[config.mk]
export PLATFORM = sky130hd
export DESIGN_NAME = clk_div_multi_flat
export DESIGN_NICKNAME = d
export VERILOG_FILES = /design/src/rtl/clk_div_multi_if.sv /design/src/rtl/clk_div_multi.sv /design/src/flat_wrapper.sv
export SDC_FILE = /design/constraint.sdc
export NUM_CORES = 1
export LEC_CHECK = 0
export ABC_CLOCK_PERIOD_IN_PS = 2600
export CORE_ASPECT_RATIO = 0.7
export CORE_UTILIZATION = 60
export CTS_BUF_LIST = sky130_fd_sc_hd__clkbuf_2 sky130_fd_sc_hd__clkbuf_4 sky130_fd_sc_hd__clkbuf_8
export DETAILED_ROUTE_END_ITERATION = 10
export DONT_BUFFER_PORTS = 1
export PLACE_DENSITY = 0.79
export SLEW_MARGIN = 40
export SYNTH_ARGS = -nofsm -noshare
export SYNTH_HDL_FRONTEND = slang
export SYNTH_SLANG_ARGS = --single-unit
[constraint.sdc]
create_clock -name clk -period 2.6 [get_ports clk]
set_input_delay 0.52 -clock clk [delete_from_list [all_inputs] [get_ports clk]]
set_output_delay 0.52 -clock clk [all_outputs]
set_load 0.005 [all_outputs]
[src/rtl/clk_div_multi_if.sv]
// Bus bundle for clk_div_multi: run controls, configuration write port and
// the divided outputs. clk/rst_n are kept outside as plain ports.
interface clk_div_multi_if #(
  parameter int NUM_CH = 4,
  parameter int CNT_W  = 32
);
  // cfg_ch is at least one bit wide, even for a single-channel build
  localparam int CH_W = (NUM_CH > 1) ? $clog2(NUM_CH) : 1;

  logic [NUM_CH-1:0] enable;
  logic              sync_clr;
  logic              cfg_we;
  logic [CH_W-1:0]   cfg_ch;
  logic [CNT_W-1:0]  cfg_tc;
  logic              cfg_mode;
  logic [NUM_CH-1:0] clk_out;
  logic [NUM_CH-1:0] tick;
  logic [NUM_CH-1:0] pending;

  modport master (
    output enable, sync_clr, cfg_we, cfg_ch, cfg_tc, cfg_mode,
    input  clk_out, tick, pending
  );

  modport slave (
    input  enable, sync_clr, cfg_we, cfg_ch, cfg_tc, cfg_mode,
    output clk_out, tick, pending
  );
endinterface

[src/rtl/clk_div_multi.sv]
// Multi-channel programmable clock/tick generator.
// Each channel counts up to its active terminal count (tc) and emits a
// one-cycle tick at the terminal edge. clk_out either toggles there (mode 0,
// 50% duty, period 2*(tc+1)) or mirrors the tick (mode 1).
// New settings land in a per-channel shadow and only reach the active
// registers at a terminal edge, on disable or on sync_clr, so a running
// channel never sees its period change mid-way and clk_out cannot runt.
// The interface instance must be built with the same NUM_CH / CNT_W.
module clk_div_multi #(
  parameter int              NUM_CH       = 4,
  parameter int              CNT_W        = 32,
  parameter logic [CNT_W-1:0] DEFAULT_TC  = CNT_W'(9_999_999),
  parameter logic            DEFAULT_MODE = 1'b0
) (
  input  logic            clk,
  input  logic            rst_n,
  clk_div_multi_if.slave  if_bus
);

  logic [CNT_W-1:0]  r_cnt   [NUM_CH];
  logic [CNT_W-1:0]  r_tc    [NUM_CH];
  logic [CNT_W-1:0]  r_sh_tc [NUM_CH];
  logic [NUM_CH-1:0] r_mode;
  logic [NUM_CH-1:0] r_sh_mode;
  logic [NUM_CH-1:0] r_pending;
  logic [NUM_CH-1:0] r_clk_out;
  logic [NUM_CH-1:0] r_tick;
  logic [NUM_CH-1:0] w_wr_sel;

  // Decode the configuration write; an out-of-range cfg_ch selects nothing.
  always_comb begin
    w_wr_sel = '0;
    for (int ch = 0; ch < NUM_CH; ch++) begin
      w_wr_sel[ch] = if_bus.cfg_we && (int'(if_bus.cfg_ch) == ch);
    end
  end

  // Per-channel counter, output generation and shadow/active config handling.
  always_ff @(posedge clk or negedge rst_n) begin
    if (!rst_n) begin
      for (int ch = 0; ch < NUM_CH; ch++) begin
        r_cnt[ch]   <= '0;
        r_tc[ch]    <= DEFAULT_TC;
        r_sh_tc[ch] <= DEFAULT_TC;
      end
      r_mode    <= {NUM_CH{DEFAULT_MODE}};
      r_sh_mode <= {NUM_CH{DEFAULT_MODE}};
      r_pending <= '0;
      r_clk_out <= '0;
      r_tick    <= '0;
    end else begin
      for (int ch = 0; ch < NUM_CH; ch++) begin
        if (if_bus.sync_clr || !if_bus.enable[ch]) begin
          // Idle/cleared: safe point to adopt any waiting shadow config.
          r_cnt[ch]     <= '0;
          r_clk_out[ch] <= 1'b0;
          r_tick[ch]    <= 1'b0;
          if (r_pending[ch]) begin
            r_tc[ch]      <= r_sh_tc[ch];
            r_mode[ch]    <= r_sh_mode[ch];
            r_pending[ch] <= 1'b0;
          end
        end else if (r_cnt[ch] == r_tc[ch]) begin
          r_cnt[ch]  <= '0;
          r_tick[ch] <= 1'b1;
          if (r_pending[ch]) begin
            r_tc[ch]      <= r_sh_tc[ch];
            r_mode[ch]    <= r_sh_mode[ch];
            r_pending[ch] <= 1'b0;
          end
          // A mode switch restarts clk_out from low so the new waveform
          // begins from a known phase.
          if (r_pending[ch] && (r_sh_mode[ch] != r_mode[ch])) begin
            r_clk_out[ch] <= 1'b0;
          end else if (r_mode[ch]) begin
            r_clk_out[ch] <= 1'b1;
          end else begin
            r_clk_out[ch] <= ~r_clk_out[ch];
          end
        end else begin
          r_cnt[ch]  <= r_cnt[ch] + CNT_W'(1);
          r_tick[ch] <= 1'b0;
          if (r_mode[ch]) begin
            r_clk_out[ch] <= 1'b0;
          end
        end

        // Placed last so a write on an apply edge re-arms pending with the
        // new shadow; the apply above used the pre-edge shadow/pending.
        if (w_wr_sel[ch]) begin
          r_sh_tc[ch]   <= if_bus.cfg_tc;
          r_sh_mode[ch] <= if_bus.cfg_mode;
          r_pending[ch] <= 1'b1;
        end
      end
    end
  end

  assign if_bus.clk_out = r_clk_out;
  assign if_bus.tick    = r_tick;
  assign if_bus.pending = r_pending;

endmodule
[src/flat_wrapper.sv]
// flat-port wrapper written by rule: the top's interface ports become plain ports
module clk_div_multi_flat 
#(
  parameter int              NUM_CH       = 4,
  parameter int              CNT_W        = 32,
  parameter logic [CNT_W-1:0] DEFAULT_TC  = CNT_W'(9_999_999),
  parameter logic            DEFAULT_MODE = 1'b0
)
  (clk, rst_n, if_bus_enable, if_bus_sync_clr, if_bus_cfg_we, if_bus_cfg_ch, if_bus_cfg_tc, if_bus_cfg_mode, if_bus_clk_out, if_bus_tick, if_bus_pending);
  clk_div_multi_if #(.NUM_CH(NUM_CH), .CNT_W(CNT_W)) if_bus_i ();
  input  logic clk;
  input  logic rst_n;
  input wire logic [$bits(if_bus_i.enable)-1:0] if_bus_enable;
  input wire logic [$bits(if_bus_i.sync_clr)-1:0] if_bus_sync_clr;
  input wire logic [$bits(if_bus_i.cfg_we)-1:0] if_bus_cfg_we;
  input wire logic [$bits(if_bus_i.cfg_ch)-1:0] if_bus_cfg_ch;
  input wire logic [$bits(if_bus_i.cfg_tc)-1:0] if_bus_cfg_tc;
  input wire logic [$bits(if_bus_i.cfg_mode)-1:0] if_bus_cfg_mode;
  output wire logic [$bits(if_bus_i.clk_out)-1:0] if_bus_clk_out;
  output wire logic [$bits(if_bus_i.tick)-1:0] if_bus_tick;
  output wire logic [$bits(if_bus_i.pending)-1:0] if_bus_pending;
  assign if_bus_i.enable = if_bus_enable;
  assign if_bus_i.sync_clr = if_bus_sync_clr;
  assign if_bus_i.cfg_we = if_bus_cfg_we;
  assign if_bus_i.cfg_ch = if_bus_cfg_ch;
  assign if_bus_i.cfg_tc = if_bus_cfg_tc;
  assign if_bus_i.cfg_mode = if_bus_cfg_mode;
  assign if_bus_clk_out = if_bus_i.clk_out;
  assign if_bus_tick = if_bus_i.tick;
  assign if_bus_pending = if_bus_i.pending;
  clk_div_multi #(.NUM_CH(NUM_CH), .CNT_W(CNT_W), .DEFAULT_TC(DEFAULT_TC), .DEFAULT_MODE(DEFAULT_MODE)) u_core (.clk(clk), .rst_n(rst_n), .if_bus(if_bus_i));
endmodule
[After elaboration in Yosys (flattened, before gate mapping)]
Index checks and enable logic that the tools add are counted.
Storage, ports and cells
  register bits: 404
  bits in latches: 0
  bits in writable memories: 0
  ROM bits: 0
  output and inout bits: 12
  memories kept: 0
Cells by class
  $add $sub $neg: 4
  $mul: 0
  divide/modulo/power cells: 0
  $lt $le $gt $ge: 0
  equality and inequality tests: 11
  shift operators: 0
  mux-type cells: 72
  bitwise gates (word level): 4
  reductions and logical operators: 29
Operators with widths (number)
  $mux 32: 20
  $add 32x1->32 const B: 4
  $eq 32x32->1: 4
  $mux 1: 52
  $reduce_bool 3->1: 8
  $logic_and 1x1->1: 8
  $reduce_bool 2->1: 4
  $eq 2x2->1 const B: 2
  $logic_not 1->1: 4
  $logic_or 1x1->1: 4
  $ne 1x1->1: 4
  $not 1->1: 4
  $eq 2x1->1 const B: 1
  $logic_not 2->1: 1

[Longest topological paths before layout]
  depth after elaboration: 5
  depth in mapped cells: 8
  depth with buffers taken out: 6

[Least setup slack after synthesis]
OpenSTA, ideal clock, no wires.
  path type: flip-flop to flip-flop
  start: reg u_core.r_cnt[5] (netlist bit)
  end: reg u_core.r_tc[10] (netlist bit)
  setup time: 81 ps
  arrival time: 1870 ps
  required time: 2519 ps
  slack: 649 ps
  stages on the path, launching flop included: 9
  buffers on the path: 3
  clock period less this slack: 1951 ps
  cells stage by stage: dfrtp_1 > buf_2 > xor2_1 > nor4_1 > nand4_1 > o21a_1 > buf_2 > buf_6 > o211ai_1
Between the ends
  cells in the longest elaborated chain, start to end: 2
Ends and longest elaborated chain
  start, declared: line clk_div_multi.sv:20  | logic [CNT_W-1:0] r_cnt [NUM_CH];
  start signal, assigned by index: line clk_div_multi.sv:81  | r_cnt[ch] <= r_cnt[ch] + CNT_W'(1);
  $eq 32x32->1: line clk_div_multi.sv:63  | end else if (r_cnt[ch] == r_tc[ch]) begin
  $reduce_bool 2->1 (no line)
  end signal, assigned by index: line clk_div_multi.sv:59  | r_tc[ch] <= r_sh_tc[ch];
  end signal, assigned by index: line clk_div_multi.sv:67  | r_tc[ch] <= r_sh_tc[ch];
  end, declared: line clk_div_multi.sv:21  | logic [CNT_W-1:0] r_tc [NUM_CH];
No other way between the ends.
A chain may end at the register's enable or synchronous reset.

[Worst setup path in the final report]
  start: reg u_core.r_tc[105] (netlist bit)
  end: reg u_core.r_tc[105] (netlist bit)
Between the ends
  cells in the longest elaborated chain, start to end: 3
  elaborated cells between the ends (all ways): 5
  those cells by class: eq/ne (1); mux (3); reduce/logical (1)
Ends and longest elaborated chain
  branches (longest 3 deep; another with $eq 32x32->1)
Parallel ways; which one is timed is not known. The select of a mux whose other input is x is not followed.

==> run summary <==
Worst Path Class, Setup: flop to flop
YS warnings: 0
Post-Synth Adder-Cell Area: 0.2518%
GR Overflow Total: 0
Minimum setup slack among reg-to-reg paths: 0.24 ns
Antenna Nets Post-Route: 0
RSZ-0062 raised after global routing: no
Largest family of logic cells by synthesized area: simple AND/OR/NAND/NOR gates
Setup slack at placement: 0.2223 ns
Area after DPL: 20340 µm²
FF-to-FF path depth: 6
H-tree Lvls: 2
Crit path time final: 2.363 ns
Share of Yosys cell area claimed by the top area cell type: 36.76%
Critical R2R Capture: u_core.r_tc[105]$_DFFE_PN1P_
Final Cycle Share: 90.89%
Detail-routed via count per cell: 6.222
Crit-path cells: xor2_1, nor4_1, and4_1, a21oi_4, buf_12, o211ai_1
Root buffer cell: clkbuf_8
GPL Wtd Cong: 0.8599
Starting DRT DRC Count: 1717
Max-slew headroom at the worst pin: -2.855%
FMAX: 423.2 MHz
TritonCTS clock tree: built
Hold buffer count at CTS: 31
Slowest stage delay, CP: 0.59 ns
Critical Path End Type: flop
Site Rows: 55
Synth cell types: 47
Hold Slack: -0.4377 ns
Max-slew violations: 49
Fillers: 2438
Crit path arrival time: 2.90 ns
Die H: 154.3 µm
Internal Dissipation: 11.68 mW
Setup_tns: 0 ns
Synth Area in Simple Gates: 15.84%
Primary FF master, synth: dfrtp_1
Initial antenna violation count: 13
Setup Skew: 0.04469 ns
Final nets: 1951
Most common cell after layout, fill and taps aside: dfrtp_1
Failing checks: DRC, hold timing, slew limit
Drt wl/cell: 21.09 µm
Mux cell area share after synthesis: 7.478%
Clock sink total: 404
Via count: 14910
Hold Fails Final Rpt: 318
Post-Place Cells: 2239
Endpoints failing setup: 0
Initial Util: 61.19%
Post-Syn Area per Cell: 10.51 µm²
Cell area after synthesis: 19880 µm²
Top Ports: 55
Register area share after synthesis: 51.57%
Clock Power Share: 34.7%
Non-filler cells in the finished layout: 2397
HP Class: primary input to async pin
Synth top area cells: dfrtp_1 (37%), dfstp_2 (15%), o211ai_1 (10%)
Core footprint: 32480 µm²
Switch share: 27.40%
First-pass GRT wire length: 80340 µm
Worst r2r src: u_core.r_tc[105]$_DFFE_PN1P_
Leak Pwr: 8.955 nW
Post-synth top area cell: dfrtp_1
P_sw: 4.407 mW
Worst-Margin Slew: 1.543 ns
Max IR drop VDD: 0.0004736 V
Post-layout util: 67.76%
Resized cells post-CTS: 0
Post-CTS setup buffer count: 0
Post-synth EDFFs: 0
Post-synthesis compound-gate area fraction: 10.99%
Die Footprint: 33870 µm²
Hpwl dp: 31720 µm
Clock slew seen by the registers of the worst setup and hold paths: 0.07 ns
Most frequent cells in the layout: dfrtp_1 (291), o211ai_1 (266), nand2_1 (264), xor2_1 (204), nor2_1 (146)
PwrDens: 730.8 nW/µm²
CTS Buf Count: 59
Global Route Usage Sum: 30.50%
Final wirelength: 50550 µm
Chip width: 219.5 µm
FF+latch count, synth: 404
Layout cells sized above 1: 21.94%
Sequential fraction of design power: 52.5%
Combinational share of power: 12.8%
Buffers on Ports: 0
Crit path capture: u_core.r_tc[105]$_DFFE_PN1P_
Fin area: 22010 µm²
Status: finished, violations left
Critical path required time: 3.14 ns
DR DRC count: 30
Mapped Cells: 1892
Pin count of the biggest net entering global routing: 405
Crit-path slowest cell: nor4_1
Max Cap Viol: 0
Synth async-reset ratio: 100.0%
CP startpoint kind: flop
1st-pass router iterations: 9
Synth Area in XOR/XNOR: 10.80%
CP Launch Point: u_core.r_tc[105]$_DFFE_PN1P_
Worst setup margin: 0.2370 ns
Mapped Nets: 1939
Area grow syn2layout: 10.73%
Worst-path fanout max: 18
Clk buf depth: 3
Vias in the first global route: 14580
Clk_lat worst skew: 0.65 ns
cells by family (layout without fill, tap and decap cells):
group           Yosys count  in the layout
compound gates          296            296
other cells               0             15
fa+ha+maj                 4              4
buf+inv                 148            211
xor+xnor                245            245
mux                     132            132
simple gates            663            663
flops                   404            404
flip-flops by register name, indices dropped and copies added (netlist names):
| name | cells |
|---|---|
| u_core.r_tc | 128 |
| u_core.if_bus.clk_out | 4 |
| u_core.r_cnt | 128 |
| u_core.if_bus.tick | 4 |
| u_core.r_sh_mode | 4 |
| u_core.if_bus.pending | 4 |
| u_core.r_mode | 4 |
| u_core.r_sh_tc | 128 |
critical path: cells and delay by family (launching register included):
kind                      cells  cell delay (ns)
AOI/OAI and AO/OA             2             0.41
xor gates and xnor gates      1             0.07
and+or+nand+nor               2             1.01
DFF                           1             0.56
buffers and inverters         1             0.20
layout make-up:
| cell class | instances | area, µm² | share of cell area, % |
|---|---|---|---|
| clock buffers | 103 | 1230 | 5.588 |
| diodes | 15 | 37.54 | 0.1705 |
| well taps | 427 | 534.3 | 2.427 |
| repair buffers | 79 | 733.2 | 3.331 |
| flip-flops and latches | 404 | 10250 | 46.57 |
| multi-input cells | 1340 | 9072 | 41.22 |
| clock inverters | 9 | 76.32 | 0.3468 |
| inverters | 20 | 75.07 | 0.3411 |
power groups by stage:
| stage | clock network (mW) | logic, mW | registers, mW |
|---|---|---|---|
| after CTS | 5.66 | 2.04 | 8.42 |
| after global routing | 5.94 | 2.29 | 8.55 |
| after detailed placement | 0 | 1.94 | 8.52 |
| final | 5.58 | 2.05 | 8.45 |
| after floorplan | 0 | 1.61 | 8.23 |
| after global placement | 0 | 1.84 | 8.46 |
through the flow:
stage                     power [mW]  hold slack [ns]
after global placement         10.29           0.2386
after floorplan                9.835           0.2244
final                          16.09          -0.4377
after global routing           16.78          -0.4565
after detailed placement       10.46           0.2378
after CTS                      16.11          -0.4564
per-layer routing:
| metal | routed length (µm) | up-vias | share of wire [%] | track usage [%] |
|---|---|---|---|---|
| li1 | - | 6705 | - | - |
| met1 | 22950 | 7566 | 45 | 45.87 |
| met3 | 5583 | 67 | 11 | 9.695 |
| met4 | 689 | 2 | 1.4 | 5.886 |
| met2 | 21310 | 574 | 42 | 43.23 |
| met5 | 11 | - | 0.022 | 0 |
worst min path at each step:
stage / from / to / slack, ns
2_1_floorplan: rst_n / u_core.if_bus.clk_out[0]$_DFFE_PN0P_ / 0.22
3_3_place_gp: rst_n / u_core.r_cnt[39]$_DFF_PN0_ / 0.24
3_5_place_dp: rst_n / u_core.r_cnt[40]$_DFF_PN0_ / 0.24
4_1_cts: rst_n / u_core.r_cnt[57]$_DFF_PN0_ / -0.46
5_1_grt: rst_n / u_core.r_cnt[92]$_DFF_PN0_ / -0.46
6_report: rst_n / u_core.r_cnt[56]$_DFF_PN0_ / -0.44
synth_stat cells, drive strengths merged (4+ instances only):
master,instances
nor2b,4
buf,31
o211ai,266
o21ai,10
nand4,49
nand2b,38
and3,13
xor2,204
and2,10
dfrtp,292
nand3,47
nand2,264
inv,17
nor4,38
nor3,20
xnor2,41
dfstp,112
clkbuf,97
nor2,146
nor3b,4
mux2,132
and4,17
a21oi,7
ha,4
No activity file was read; power rests on OpenSTA's default activity.
